File: config.mk
export PLATFORM = sky130hd
export DESIGN_NAME = snake_pixel_renderer
export DESIGN_NICKNAME = d
export VERILOG_FILES = /design/src/rtl/snake_pixel_renderer.sv
export SDC_FILE = /design/constraint.sdc
export NUM_CORES = 1
export LEC_CHECK = 0
export CORE_MARGIN = 2
export CORE_UTILIZATION = 45
export CTS_CLUSTER_SIZE = 20
export DETAILED_ROUTE_END_ITERATION = 12
export PLACE_DENSITY = 0.81
export SETUP_SLACK_MARGIN = 0.3
export SLEW_MARGIN = 20
export SYNTH_ARGS = -nofsm -noshare
export SYNTH_HDL_FRONTEND = slang
export SYNTH_SLANG_ARGS = --single-unit
File: constraint.sdc
create_clock -name clock_25 -period 4.2 [get_ports clock_25]
set_input_delay 0.84 -clock clock_25 [delete_from_list [all_inputs] [get_ports clock_25]]
set_output_delay 0.84 -clock clock_25 [all_outputs]
set_load 0.03 [all_outputs]
File: src/rtl/snake_pixel_renderer.sv
// Snake pixel renderer: raster -> grid cell / symbol pixel -> palette RGB, 3-cycle latency.
// Optional GRID_LINES_EN draws 0x222 cell-edge lines over background pixels.
module snake_pixel_renderer #(
  parameter int SCALE    = 4,
  parameter int GRID_W   = 32,
  parameter int GRID_H   = 24,
  parameter int H_ACTIVE = 640,
  parameter int V_ACTIVE = 480
) (
  input  logic        clock_25,
  input  logic        reset,
  input  logic [9:0]  pixel_x,
  input  logic [9:0]  pixel_y,
  input  logic        video_on,
  input  logic        hsync_in,
  input  logic        vsync_in,
  output logic [4:0]  cell_x,
  output logic [4:0]  cell_y,
  input  logic [3:0]  cell_figure,
  output logic [3:0]  selected_figure,
  input  logic [49:0] selected_symbol,
  output logic [3:0]  vga_r,
  output logic [3:0]  vga_g,
  output logic [3:0]  vga_b,
  output logic        hsync,
  output logic        vsync
);

  localparam int SW = (SCALE > 1) ? $clog2(SCALE) : 1;

  typedef struct packed {
    logic [SW-1:0] sub;
    logic [2:0]    p;
    logic [4:0]    c;
    logic          ing;
  } axis_t;

  typedef struct packed {
    logic [2:0] px;
    logic [2:0] py;
    logic       ing;
    logic       vid;
    logic       hs;
    logic       vs;
`ifdef GRID_LINES_EN
    logic       ex;
    logic       ey;
`endif
  } stg_t;

  localparam axis_t AX_CLR = '{sub: '0, p: 3'd0, c: 5'd0, ing: 1'b1};

  // sub wraps into p, p wraps into c; stepping past the last cell drops ing and freezes
  function automatic axis_t adv(input axis_t a, input logic [4:0] cmax);
    adv = a;
    if (a.ing) begin
      if (a.sub != SW'(SCALE-1)) adv.sub = a.sub + 1'b1;
      else begin
        adv.sub = '0;
        if (a.p != 3'd4) adv.p = a.p + 3'd1;
        else begin
          adv.p = 3'd0;
          if (a.c != cmax) adv.c = a.c + 5'd1;
          else             adv.ing = 1'b0;
        end
      end
    end
  endfunction

  axis_t r_hx, r_vy, w_hx;
  stg_t  w_s0, r_s1, r_s2;
  logic [4:0]  w_k;
  logic [5:0]  w_lo;
  logic [1:0]  w_code;
  logic [11:0] w_rgb, r_rgb;
  logic        r_hs, r_vs;

  assign w_hx   = (pixel_x == 10'd0) ? AX_CLR : r_hx;
  assign cell_x = w_hx.c;
  assign cell_y = r_vy.c;

  always_ff @(posedge clock_25 or posedge reset) begin
    if (reset) begin
      r_hx <= '0;
      r_vy <= '0;
    end else begin
      r_hx <= video_on ? adv(w_hx, 5'(GRID_W-1)) : w_hx;
      // clearing wins over the end-of-line advance on the last active line
      if (pixel_y >= 10'(V_ACTIVE) ||
          (pixel_x == 10'(H_ACTIVE-1) && pixel_y == 10'(V_ACTIVE-1)))
        r_vy <= AX_CLR;
      else if (pixel_x == 10'(H_ACTIVE-1))
        r_vy <= adv(r_vy, 5'(GRID_H-1));
    end
  end

  always_comb begin
    w_s0     = '0;
    w_s0.px  = w_hx.p;
    w_s0.py  = r_vy.p;
    w_s0.ing = w_hx.ing & r_vy.ing;
    w_s0.vid = video_on;
    w_s0.hs  = hsync_in;
    w_s0.vs  = vsync_in;
`ifdef GRID_LINES_EN
    w_s0.ex  = (w_hx.sub == '0) && (w_hx.p == 3'd0);
    w_s0.ey  = (r_vy.sub == '0) && (r_vy.p == 3'd0);
`endif
  end

  always_ff @(posedge clock_25 or posedge reset) begin
    if (reset) begin
      r_s1    <= '0;
      r_s1.hs <= 1'b1;
      r_s1.vs <= 1'b1;
      r_s2    <= '0;
      r_s2.hs <= 1'b1;
      r_s2.vs <= 1'b1;
    end else begin
      r_s1 <= w_s0;
      r_s2 <= r_s1;
    end
  end

  assign selected_figure = r_s1.ing ? cell_figure : 4'd10;

  // pixel k lives at bits [49-2k -: 2]
  assign w_k    = 5'(r_s2.py) * 5'd5 + 5'(r_s2.px);
  assign w_lo   = 6'd48 - {w_k, 1'b0};
  assign w_code = {selected_symbol[w_lo + 6'd1], selected_symbol[w_lo]};

  always_comb begin
    w_rgb = 12'h000;
    if (r_s2.vid) begin
      if (!r_s2.ing) w_rgb = 12'h444;
      else begin
        case (w_code)
`ifdef GRID_LINES_EN
          2'b00:   w_rgb = (r_s2.ex | r_s2.ey) ? 12'h222 : 12'h000;
`else
          2'b00:   w_rgb = 12'h000;
`endif
          2'b01:   w_rgb = 12'h0C0;
          2'b10:   w_rgb = 12'hF00;
          default: w_rgb = 12'hFFF;
        endcase
      end
    end
  end

  always_ff @(posedge clock_25 or posedge reset) begin
    if (reset) begin
      r_rgb <= 12'h000;
      r_hs  <= 1'b1;
      r_vs  <= 1'b1;
    end else begin
      r_rgb <= w_rgb;
      r_hs  <= r_s2.hs;
      r_vs  <= r_s2.vs;
    end
  end

  assign vga_r = r_rgb[11:8];
  assign vga_g = r_rgb[7:4];
  assign vga_b = r_rgb[3:0];
  assign hsync = r_hs;
  assign vsync = r_vs;

endmodule

==> Word-level counts from Yosys, hierarchy flattened <==
Index checks and enable logic that the tools add are counted.
{ "classes": {"add_sub_neg": 9, "n_mul": 1, "n_div": 0, "magnitude_cmp": 3, "n_eq_ne": 12, "shift": 0, "muxes": 26, "bitwise_logic": 1, "reduce_logical": 10} }
{ "op_table": {"columns": ["op", "count"], "rows": [
  ["2-to-1 mux 11 bit", 6],
  ["one-hot mux 12 bit (3 select lines)", 1],
  ["2-to-1 mux 12 bit", 2],
  ["2-to-1 mux 9 bit", 2],
  ["< comparator 6 x 7 -> 1 bit (second input constant)", 2],
  ["binary-select mux 1 bit (select 6 bit)", 2],
  ["2-to-1 mux 6 bit", 2],
  ["adder 5 x 1 -> 5 bit (second input constant)", 2],
  ["== test 10 bit (second input constant)", 1],
  ["== test 10 x 9 -> 1 bit (second input constant)", 1],
  ["greater-or-equal comparator 10 x 9 -> 1 bit (second input constant)", 1],
  ["logical NOT 10 bit", 1],
  ["2-to-1 mux 5 bit", 2],
  ["inequality test 5 bit (second input constant)", 2],
  ["inequality test 2 bit (second input constant)", 4],
  ["adder 3 x 1 -> 3 bit (second input constant)", 2],
  ["adder 6 x 1 -> 6 bit (second input constant)", 1],
  ["2-to-1 mux 3 bit", 2],
  ["inequality test 3 bit (second input constant)", 2],
  ["nonzero test 2 bit", 3],
  ["subtractor 6 bit (first input constant)", 1],
  ["adder 5 x 3 -> 5 bit", 1],
  ["multiplier 3 x 3 -> 5 bit (second input constant)", 1],
  ["AND reduction 5 bit", 1],
  ["other kinds (12)", 17]
]} }
{ "totals": {"reg_bits": 56, "latch_bits": 0, "ram_bits": 0, "mem_bits_ro": 0, "in_bits": 79, "mem_count": 0} }

==> Longest topological paths before layout <==
{ "depth": {"word_depth": 10, "depth_mapped": 11, "mapped_depth_nobuf": 10} }

==> Worst setup path after synthesis <==
Ideal clock, no wire load.
{ "synth_timing": {"kind": "flip-flop to flip-flop", "start": "register r_s2[4] in the netlist's numbering", "end": "register r_rgb[2]", "setup_ps": 66, "arrival_ps": 2936, "required_ps": 4134, "slack_ps": 1198, "stages_incl_launch_ff": 11, "path_buffers": 0, "period_less_slack_ps": 3002, "path_cell_list": "dfrtp_1 > ha_1 > ha_1 > inv_1 > fa_1 > xor2_4 > mux4_1 > nor2_1 > o311a_1 > o41ai_1 > and2_1"} }
{ "synth_via": {"elab_chain_len": 10, "word_cells_on_any_way": 14} }
{ "synth_lines": {"columns": ["element", "line", "text"], "rows": [
  ["start, declared", "71", "stg_t w_s0, r_s1, r_s2;"],
  ["start signal, assigned", "121", "r_s2 <= r_s1;"],
  ["multiplier 3 x 3 -> 5 bit (*)", "128", "assign w_k = 5'(r_s2.py) * 5'd5 + 5'(r_s2.px);"],
  ["adder 5 x 3 -> 5 bit (*)", "128", null],
  ["subtractor 6 bit (*)", "129", "assign w_lo = 6'd48 - {w_k, 1'b0};"],
  ["adder 6 x 1 -> 6 bit", "130", "assign w_code = {selected_symbol[w_lo + 6'd1], selected_symbol[w_lo]};"],
  ["binary-select mux 1 bit (select 6 bit)", "130", null],
  ["2-to-1 mux 1 bit (implied by the code)", "130", null],
  ["== test 2 bit, or another cell as far along", "137", "case (w_code)"],
  ["one-hot mux 12 bit (3 select lines) (*)", "137", null],
  ["2-to-1 mux 12 bit (*)", "135", "if (!r_s2.ing) w_rgb = 12'h444;"],
  ["2-to-1 mux 12 bit (*)", "134", "if (r_s2.vid) begin"],
  ["via w_rgb[2]", "75", "logic [11:0] w_rgb, r_rgb;"],
  ["end signal, assigned", "157", "r_rgb <= w_rgb;"],
  ["end, declared", "75", null]
]} }
The timed path passes the listed nets; every way through them passes the cells marked *. The select of a mux whose other input is x is not followed.
A chain may end at the register's enable or synchronous reset.

==> Worst setup path in the final report <==
{ "layout_timing": {"start": "input pixel_x[5]", "end": "output cell_x[0]"} }
{ "layout_via": {"elab_chain_len": 2} }
{ "layout_lines": {"columns": ["element", "line", "text"], "rows": [
  ["start, declared", "12", "input logic [9:0] pixel_x,"],
  ["logical NOT 10 bit", "78", "assign w_hx = (pixel_x == 10'd0) ? AX_CLR : r_hx;"],
  ["2-to-1 mux 11 bit", "78", null],
  ["end, declared", "17", "output logic [4:0] cell_x,"]
]} }
Every way passes these cells.

==> metrics.md <==
| Metric | Value |
|---|---|
| Synth Flop Type | `dfrtp_1` |
| Initial antenna violation count | `0` |
| CP Capture Type | `output port` |
| Fmax | `280 MHz` |
| Post-CTS setup buffers | `0` |
| Max cap viols | `0` |
| Post-synth ARST share | `100%` |
| Antenna cells | `0` |
| Clk pwr share | `~28%` |
| RSZ-0062 raised after global routing | `false` |
| Reg2Reg Launch Point | `r_s2[4]` |
| Setup TNS | `0 ns` |
| Netlist cell types | `50` |
| Worst vdd ir | `a little over 200 uV` |
| Critical path's most frequent cell | `clkdlybuf4s50_1` |
| Num rows | `29` |
| Tmin final | `3.58 ns` |
| Die area | `between 0.007 and 0.008 sq mm` |
| Final hold vios | `0` |
| Area delta synth->final | `38.5%` |
| Critical path class | `in -> out` |
| Slew headroom | `between 40 and 50%` |
| Tot GR Track Use | `approximately 18%` |
| Routed Antenna Nets | `0` |
| Cts hold-fix bufs | `0` |
| Fin Clk Skew | `approximately 0.015 ns` |
| Max FO, Critical Path | `6` |
| Vias post-DR | `2283` |
| Share of cells above drive strength 1 | `under 10%` |
| Clock Path Buffers | `2` |
| First-pass GRT wire length | `a little over 10 mm` |
| Worst path arrival time | `2.74 ns` |
| Hpwl dp | `around 4.9 mm` |
| Static leakage | `~1.7 nW` |
| Number of synthesized register bits | `50` |
| Die Wd | `between 80 and 90 um` |
| Setup violators final | `0` |
| CTS tree | `done` |
| Finished Layout Cells | `approximately 430` |
| Mapped Area | `0.00290 sq mm` |
| Crit-path slowest cell | `clkdlybuf4s50_1` |
| Most common cell in the synthesized netlist | `dfrtp_1` |
| Vias per inst | `between 5 and 6` |
| Status | `complete, no violations` |
| Number of synthesized flops with an enable pin | `0` |
| Hold path start | `r_s1[7]` |
| WP buf/inv | `2` |
| CP Launch Point | `pixel_x[5]` |
| PD cells | `261 mW/mm^2` |
| Seq pwr share | `around half` |
| Sink Count | `50` |
| Max Slew Vio Count | `0` |
| CTS H-tree depth | `2` |
| GP Congestion | `around 0.9` |
| Worst min-delay path class | `reg -> reg` |
| Yosys top cell area share | `38.0%` |
| Comb pwr share | `approximately 23%` |
| Crit share post-route | `85.2%` |
| Starting Density | `roughly 46%` |
| Slew @ Worst Pin | `about 0.84 ns` |
| Root Driver | `clkbuf_8` |
| Die H | `84.2 um` |
| Dominant cell type by area after synthesis | `dfrtp_1` |
| DRT iter0 DRCs | `83` |
| Drt pass-1 iters | `4` |
| Worst path cell trace | `clkdlybuf4s50_1, nor4_1, nand4_1, and2_1, clkdlybuf4s50_1` |
| # fillers | `~500` |
| Ys Warns | `0` |
| PostCTS Resize Cnt | `0` |
| Synth Area per Inst | `about 11 sq um` |
| Routed length per instance | `14.4 um` |
| GRT Residual Overflow | `0` |
| Nets | `about 450` |
| Gate Count Post-Synth | `approximately 260` |
| Top cells by count, synth | `44 x dfrtp_1, 22 x nor2_1, 17 x ha_1` |
| Clk_lat worst skew | `between 0.3 and 0.4 ns` |
| Pin count of the biggest net entering global routing | `51` |
| Sw frac | `26.6%` |
| CP Launch Type | `input port` |
| PortBufs | `106` |
| Max incr delay on CP | `approximately 0.6 ns` |
| Top Ports | `107` |
| Drc violations | `0` |
| Pint | `~0.00077 W` |
| Sw power | `about 0.00028 W` |
| Wirelength, routed | `approximately 6.2 mm` |
| Synth area leaders | `dfrtp_1 38%, ha_1 7.3%, mux4_2 7.0%` |
| Sequential fraction of the synthesis area | `between 40% and 50%` |
| Post-placement cell count | `~420` |
| Vias in the first global route | `about 2300` |
| Top delay family on crit path | `buffers and inverters` |
| Clk slew on worst S/H paths | `roughly 0.10 ns` |
| TritonCTS Buffers | `5` |
| Core area | `0.00628 sq mm` |
| CP Data Required Time | `3.36 ns` |
| Synthesized Nets | `between 300 and 400` |
through the flow:
step | total power (W) | worst slack [ns] | util (%) | hold slack [ns] | cell area, sq um
after global routing | 0.00110 | 0.451 | 63.9 | 0.370 | 4010
after CTS | 0.00106 | 0.582 | 63.9 | 0.355 | 4010
after floorplan | 0.000651 | 1.20 | - | 0.331 | 2900
after detailed placement | 0.000761 | 0.584 | 62.3 | 0.336 | 3910
after global placement | 0.000753 | 0.631 | 62.3 | 0.332 | 3910
final | 0.00105 | 0.623 | 63.9 | 0.353 | 4010
path summary, 6_finish.rpt:
kind / slack (ns) / to / depth (start not counted)
worst min-delay path: 0.35 / r_s2[7] / 0
min in group asynchronous: 0.98 / cell_y[4] / 2
worst max register to register: 0.84 / r_rgb[2] / 10
worst max-delay path: 0.62 / cell_x[0] / 5
worst min register to register: 0.35 / r_s2[7] / 0
max in group asynchronous: 2.71 / r_hx[10] / 2
area by class of cell:
| cell class | count | area (sq um) | share of cell area, % |
|---|---|---|---|
| Timing Repair Buffer | 107 | 1070 | 26.6 |
| Inverter | 14 | 53.8 | 1.34 |
| Multi-Input combinational cell | 173 | 1440 | 35.8 |
| Clock inverter | 3 | 28.8 | 0.717 |
| Tap cell | 77 | 96.3 | 2.40 |
| Sequential cell | 50 | 1260 | 31.4 |
| Clock buffer | 5 | 68.8 | 1.72 |
logic make-up after synthesis:
family / count (synthesis) / share of synthesized area (%)
fa+ha+maj: 18 / 8.04
mux: 18 / 11.8
flops: 50 / 43.5
simple gates: 85 / 15.6
xor+xnor: 9 / 3.85
compound gates: 43 / 10.3
buf+inv: 35 / 6.91
sequential cells by signal, summed over array words and instances, names as in the netlist:
register and flops:
r_hx 11, r_s1 10, r_s2 10, r_rgb 6, r_vy 6, cell_y 5, hsync 1, vsync 1
layer usage:
metal,up-vias,wire [um],GRT usage (%)
met3,5,494,4.23
met5,-,0,0
met4,0,57,4.40
li1,1106,-,-
met2,94,3030,32.5
met1,1078,2610,21.7
power groups by stage:
stage	clock network (W)	logic, W	registers (W)
3_3_place_gp	0	0.000232	0.000521
6_report	0.000296	0.000236	0.000513
3_5_place_dp	0	0.000238	0.000523
5_1_grt	0.000322	0.000258	0.000516
4_1_cts	0.000306	0.000239	0.000514
2_1_floorplan	0	0.000125	0.000526
layout by cell type, fill, tap and decap left out, drive strengths merged, types with 2 or more instances in the layout:
master,netlist,routed
a21boi,2,2
a21o,2,2
a21oi,10,10
a22o,6,6
a31oi,2,2
a41oi,2,2
and2,11,11
and3,2,2
and4,3,3
clkbuf,3,5
clkdlybuf4s50,0,106
clkinv,0,2
dfrtp,44,44
dfstp,6,6
ha,17,17
inv,14,15
mux2i,6,6
mux4,12,12
nand2,13,13
nand2b,4,4
nand3,7,7
nand4,9,9
nor2,22,22
nor2b,4,4
nor3,3,3
o21a,2,2
o21ai,8,8
o311a,2,2
or2,3,3
xnor2,2,2
xor2,6,6
worst register-to-register path: cells and delay by family (launching register included):
kind            cells  cell delay (ns)
simple gates        2             0.22
compound gates      2             0.71
mux                 1             0.25
flops               1             0.41
fa+ha+maj           3             1.28
xor+xnor            1             0.36
buf+inv             1             0.07
(Power assumes the default switching activity.)
==> patch 1 (same settings) <==
Take the reset off `r_rgb` and load it in a clocked block of its own.
--- a/src/rtl/snake_pixel_renderer.sv
+++ b/src/rtl/snake_pixel_renderer.sv
@@ -150,14 +150,16 @@
 
   always_ff @(posedge clock_25 or posedge reset) begin
     if (reset) begin
-      r_rgb <= 12'h000;
       r_hs  <= 1'b1;
       r_vs  <= 1'b1;
     end else begin
-      r_rgb <= w_rgb;
       r_hs  <= r_s2.hs;
       r_vs  <= r_s2.vs;
     end
+  end
+
+  always_ff @(posedge clock_25) begin
+    r_rgb <= w_rgb;
   end
 
   assign vga_r = r_rgb[11:8];
Formal check against the unedited RTL: differs if reset is asserted again (counterexample within 4 cycles, from zero or initial values and one cycle with reset high); with reset held inactive, the same outputs for 10 cycles.
==> patch 1 against the unedited design <==
- synthesized area increased by 0.73%
- highest routed layer unchanged
- wire length decreased by 2.4%
- critical path type unchanged
- power increased by 10%
- utilization decreased by 0.050 points
- sequential share of layout area decreased by 0.90 points
- first-iteration DRC count decreased by 35%
- final area increased by 0.50%
- sequential cell count unchanged
- global-route usage decreased by 0.45 points
- register-to-register slack improved by 0.05 ns
- die area increased by 0.70%
- setup slack got worse by 0.047 ns
- maximum frequency decreased by 1.3%
==> patch 1: results (changes against the unedited design) <==
status completed; Fin. Hold Viols 0 (unchanged); placed cells 419 (-0.48%); H-tree depth 2 (unchanged); fin crit period 3.62 ns (+0.0473 ns); Post-DP HPWL 4.79 mm (-2.4%); syn_nets 352 (-0.85%); Post-Synthesis Cells 255 (-1.2%); Initial DRC Count 54 (-35%); reg2reg path depth 10 (unchanged); DRT Wirelength 6.04 mm (-2.4%); Layout Nets 446 (-0.45%); DR pass1 iterations 4 (unchanged); first-pass GRT wire length 10.3 mm (-1.1%); Post-Layout Cell Count 427 (-0.47%); Clock Latency Late Sink 0.30 ns; final hold slack 0.358 ns (+0.00484 ns); CP max FO 14 (+8); Worst Tran Pin Value 0.708 ns (-0.127 ns); detailed-route vias per instance 5.40 (+1.4%); post-cts resize count 0 (unchanged); fraction of layout cells with a size suffix above 1 0.0686 (-0.0167); register area share after synthesis 0.421 (-0.0135); GP Congestion 0.848 (-3.0%); clk slew on worst S/H paths 0.09 ns; vias in the first global route 2,228 (-2.1%); Cell Area, Placed 3930 um^2 (+0.54%); All-Layer GR Usage 0.175 (-0.00449); pre-CTS setup slack 0.571 ns (-0.0129 ns); largest net degree at the start of global routing 45 (-12%); antenna violations before repair 0 (unchanged); hold depth 0 (unchanged); ys async rst share 0.880 (-0.120); root buffer cell clkbuf_8; Synth area leaders dfrtp_1, mux4_1, ha_1; number of CTS-inserted buffers 5 (unchanged); cell taking the most area after synthesis dfrtp_1; critical path's largest stage delay 0.58 ns; Yosys warning count 0 (unchanged); maximum vdd ir drop 0.184 mV (-8.7%); skew final 0.00535 ns (-0.00958 ns); Post-CTS Setup Inserts 0 (unchanged); top post-synthesis cells by count dfrtp_1, nand2_1, ha_1; DIE AREA 7140 um^2 (+0.70%); Synth cell types 45 (-10%); R2R setup slack 0.89 ns (+0.05 ns); leak pwr 1.81 nW (+4.5%); Fillers 511 (+2.4%); Clock Path Buffers 2 (unchanged); pwr dens 285 nW/um^2 (+9.5%); crit path DAT 2.78 ns (+0.04 ns); Regs by FF count r_hx x11, r_s1 x10, r_s2 x10; CP top delay family buffers and inverters; Hold Crit Class reg -> reg; I/O Buffers 106 (unchanged)
## patch 1: final cells by class
| type | count | share of cell area |
|---|---|---|
| multi-input combinational | 170 | 0.366 |
| clock inverter | 3 | 0.00714 |
| sequential | 50 | 0.305 |
| tap | 77 | 0.0239 |
| inverter | 13 | 0.0121 |
| clock buffer | 5 | 0.0171 |
| timing repair buffer | 109 | 0.269 |
## patch 1: metal layers
layer  part of all wire  vias to the layer above  GRT usage  routed length [um]
met5                  0                        -          0                   0
met4             0.0091                        0     0.0418                  55
met3              0.072                        6     0.0442                 433
met2               0.50                       93      0.314                3040
met1               0.42                     1088      0.212                2510
li1                   -                     1118          -                   -
## patch 1: cells by family after synthesis
group,count (synthesis),share of synthesized area
XOR/XNOR,6,0.0253
AO/OA/AOI/OAI,39,0.0918
multiplexers,23,0.158
flip-flops,50,0.421
buffers and inverters,35,0.0725
AND/OR/NAND/NOR,84,0.151
adder cells (fa/ha/maj),18,0.0798
## patch 1: worst paths after layout
kind,to,start
worst min-delay path,r_s2[6]$_DFF_PP0_,r_s1[6]$_DFF_PP0_
max in group asynchronous,hsync$_DFF_PP1_,reset
worst max register to register,r_rgb[2]$_SDFF_PN0_,r_s2[4]$_DFF_PP0_
worst min register to register,r_s2[6]$_DFF_PP0_,r_s1[6]$_DFF_PP0_
min in group asynchronous,r_hx[1]$_DFF_PP0_,reset
worst max-delay path,cell_x[4],pixel_x[5]
## patch 1: power breakdown
group | leakage [nW] | internal [mW] | switching (mW)
Clock | 0.0506 | 0.125 | 0.170
Sequential | 0.627 | 0.508 | 0.0117
Combinational | 1.13 | 0.194 | 0.142
==> patch 2 (config.mk and constraints unchanged) <==
Made on the original files. Add a define of `GRID_LINES_EN`.
--- a/src/rtl/snake_pixel_renderer.sv
+++ b/src/rtl/snake_pixel_renderer.sv
@@ -1,5 +1,7 @@
 // Snake pixel renderer: raster -> grid cell / symbol pixel -> palette RGB, 3-cycle latency.
 // Optional GRID_LINES_EN draws 0x222 cell-edge lines over background pixels.
+`define GRID_LINES_EN
+
 module snake_pixel_renderer #(
   parameter int SCALE    = 4,
   parameter int GRID_W   = 32,
Check against the original RTL: not equivalent (Yosys sat finds a counterexample within 10 cycles, from zero or initial values and one cycle with reset high).
==> patch 2 against the unedited design <==
- synthesized area grew 11%
- wire length grew 5.8%
- setup slack gained 0.053 ns
- final cell count grew 12%
- critical endpoint unchanged
- register-to-register slack lost 0.14 ns
- final area grew 8.5%
- largest power group unchanged
- sequential cell count grew 6
- count of clock-buffer cells in the layout is the same
- sequential power grew 15%
- power grew 9.7%
- global-route usage shrank 0.82 points
- maximum frequency grew 1.5%
==> patch 2: results (changes against the unedited design) <==
All-Layer GR Usage 0.172 (-0.00821); detailed-route vias per instance 5.17 (-2.9%); Regs by FF count r_s1 x12, r_s2 x12, r_hx x11; first-pass GRT wire length 10.7 mm (+2.8%); Critical R2R Capture r_rgb[6]$_DFF_PP0_; mux cell area share after synthesis 0.113 (-0.00509); placed cells 472 (+12%); CP max FO 5 (-1); R2R setup slack 0.70 ns (-0.14 ns); register area share after synthesis 0.440 (+0.00510); hold path start r_s1[3]$_DFF_PP1_; worst r2r src r_s2[6]$_DFF_PP0_; fraction of layout cells with a size suffix above 1 0.120 (+0.0346); Initial DRC Count 71 (-14%); status completed; XOR/XNOR share of the synthesized area 0.0406 (+0.00216); Synth Area in Adders 0.0805 (+0.0000885); top post-synthesis cells by count dfrtp_1, nor2_1, ha_1, inv_1, nand2_1; Worst Tran Pin Value 0.914 ns (+0.0789 ns); syn_nets 383 (+7.9%); Synth cell types 53 (+6.0%); maximum vdd ir drop 0.176 mV (-13%); leak pwr 1.92 nW (+11%); ys async rst share 1.00 (unchanged); Fillers 550 (+10%); Cell Area, Placed 4260 um^2 (+8.9%); WHS Endpoint r_s2[3]$_DFF_PP1_; skew final 0.00987 ns (-0.00506 ns); Synth Area in Compound Gates 0.101 (-0.00211); reg2reg path depth 11 (+1); GP Congestion 0.723 (-17%); wire per inst 13.7 um (-5.4%); Syn Area/Cell 11.3 um^2 (+0.50%); Post-DP HPWL 5.19 mm (+5.7%); largest net degree at the start of global routing 48 (-5.9%)
-- patch 2: cell count changes after synthesis, sizes merged, moves of 4 or more --
cell	delta
a211oi	+4
dfrtp	+6
inv	+5
o22ai	+4
mux2i	+5
a22o	-4
mux2	+4
-- patch 2: worst max path at each step --
stage,to,slack (ns),cells after the start
floorplan,r_rgb[5]$_DFF_PP0_,1.05,10
finish,cell_x[0],0.68,5
detailed placement,cell_x[0],0.67,5
CTS,cell_x[0],0.67,5
global route,r_rgb[6]$_DFF_PP0_,0.42,11
global placement,cell_x[0],0.69,5
-- patch 2: where the power goes --
group	switching (mW)	leakage, nW	internal [mW]
Clock	0.174	0.0404	0.118
Sequential	0.0156	0.724	0.575
Combinational	0.114	1.15	0.150
-- patch 2: cell type report --
cell class	instances	area [um^2]	area share
Multi-Input combinational cell	189	1550	0.357
Sequential cell	56	1410	0.324
Timing Repair Buffer	112	1110	0.254
Tap cell	96	120	0.0276
Inverter	19	71.3	0.0164
Clock buffer	5	68.8	0.0158
Clock inverter	3	23.8	0.00546
-- patch 2: critical path, stage by stage --
cell	delay [ns]
clkdlybuf4s50_1	0.42
nor4_1	0.34
nand4_1	0.25
and2_1	0.25
clkdlybuf4s50_1	0.59
-- patch 2: per-stage QoR --
stage	total power, mW	hold slack [ns]	setup WS [ns]
global placement	0.857	0.331	0.687
CTS	1.16	0.358	0.666
detailed placement	0.865	0.335	0.666
global route	1.21	0.358	0.418
finish	1.15	0.353	0.676
floorplan	0.753	0.331	1.05
-- patch 2: logic make-up after synthesis --
family,count (synthesis)
mux,24
compound gates,45
xor+xnor,11
fa+ha+maj,20
simple gates,89
buf+inv,39
flops,56
-- patch 2: routing by layer --
metal / vias to the layer above / GRT usage / share of wire
met5: - / 0 / 0
met4: 0 / 0.0496 / 0.010
met3: 6 / 0.0382 / 0.085
met2: 101 / 0.315 / 0.49
met1: 1168 / 0.200 / 0.41
li1: 1206 / - / -
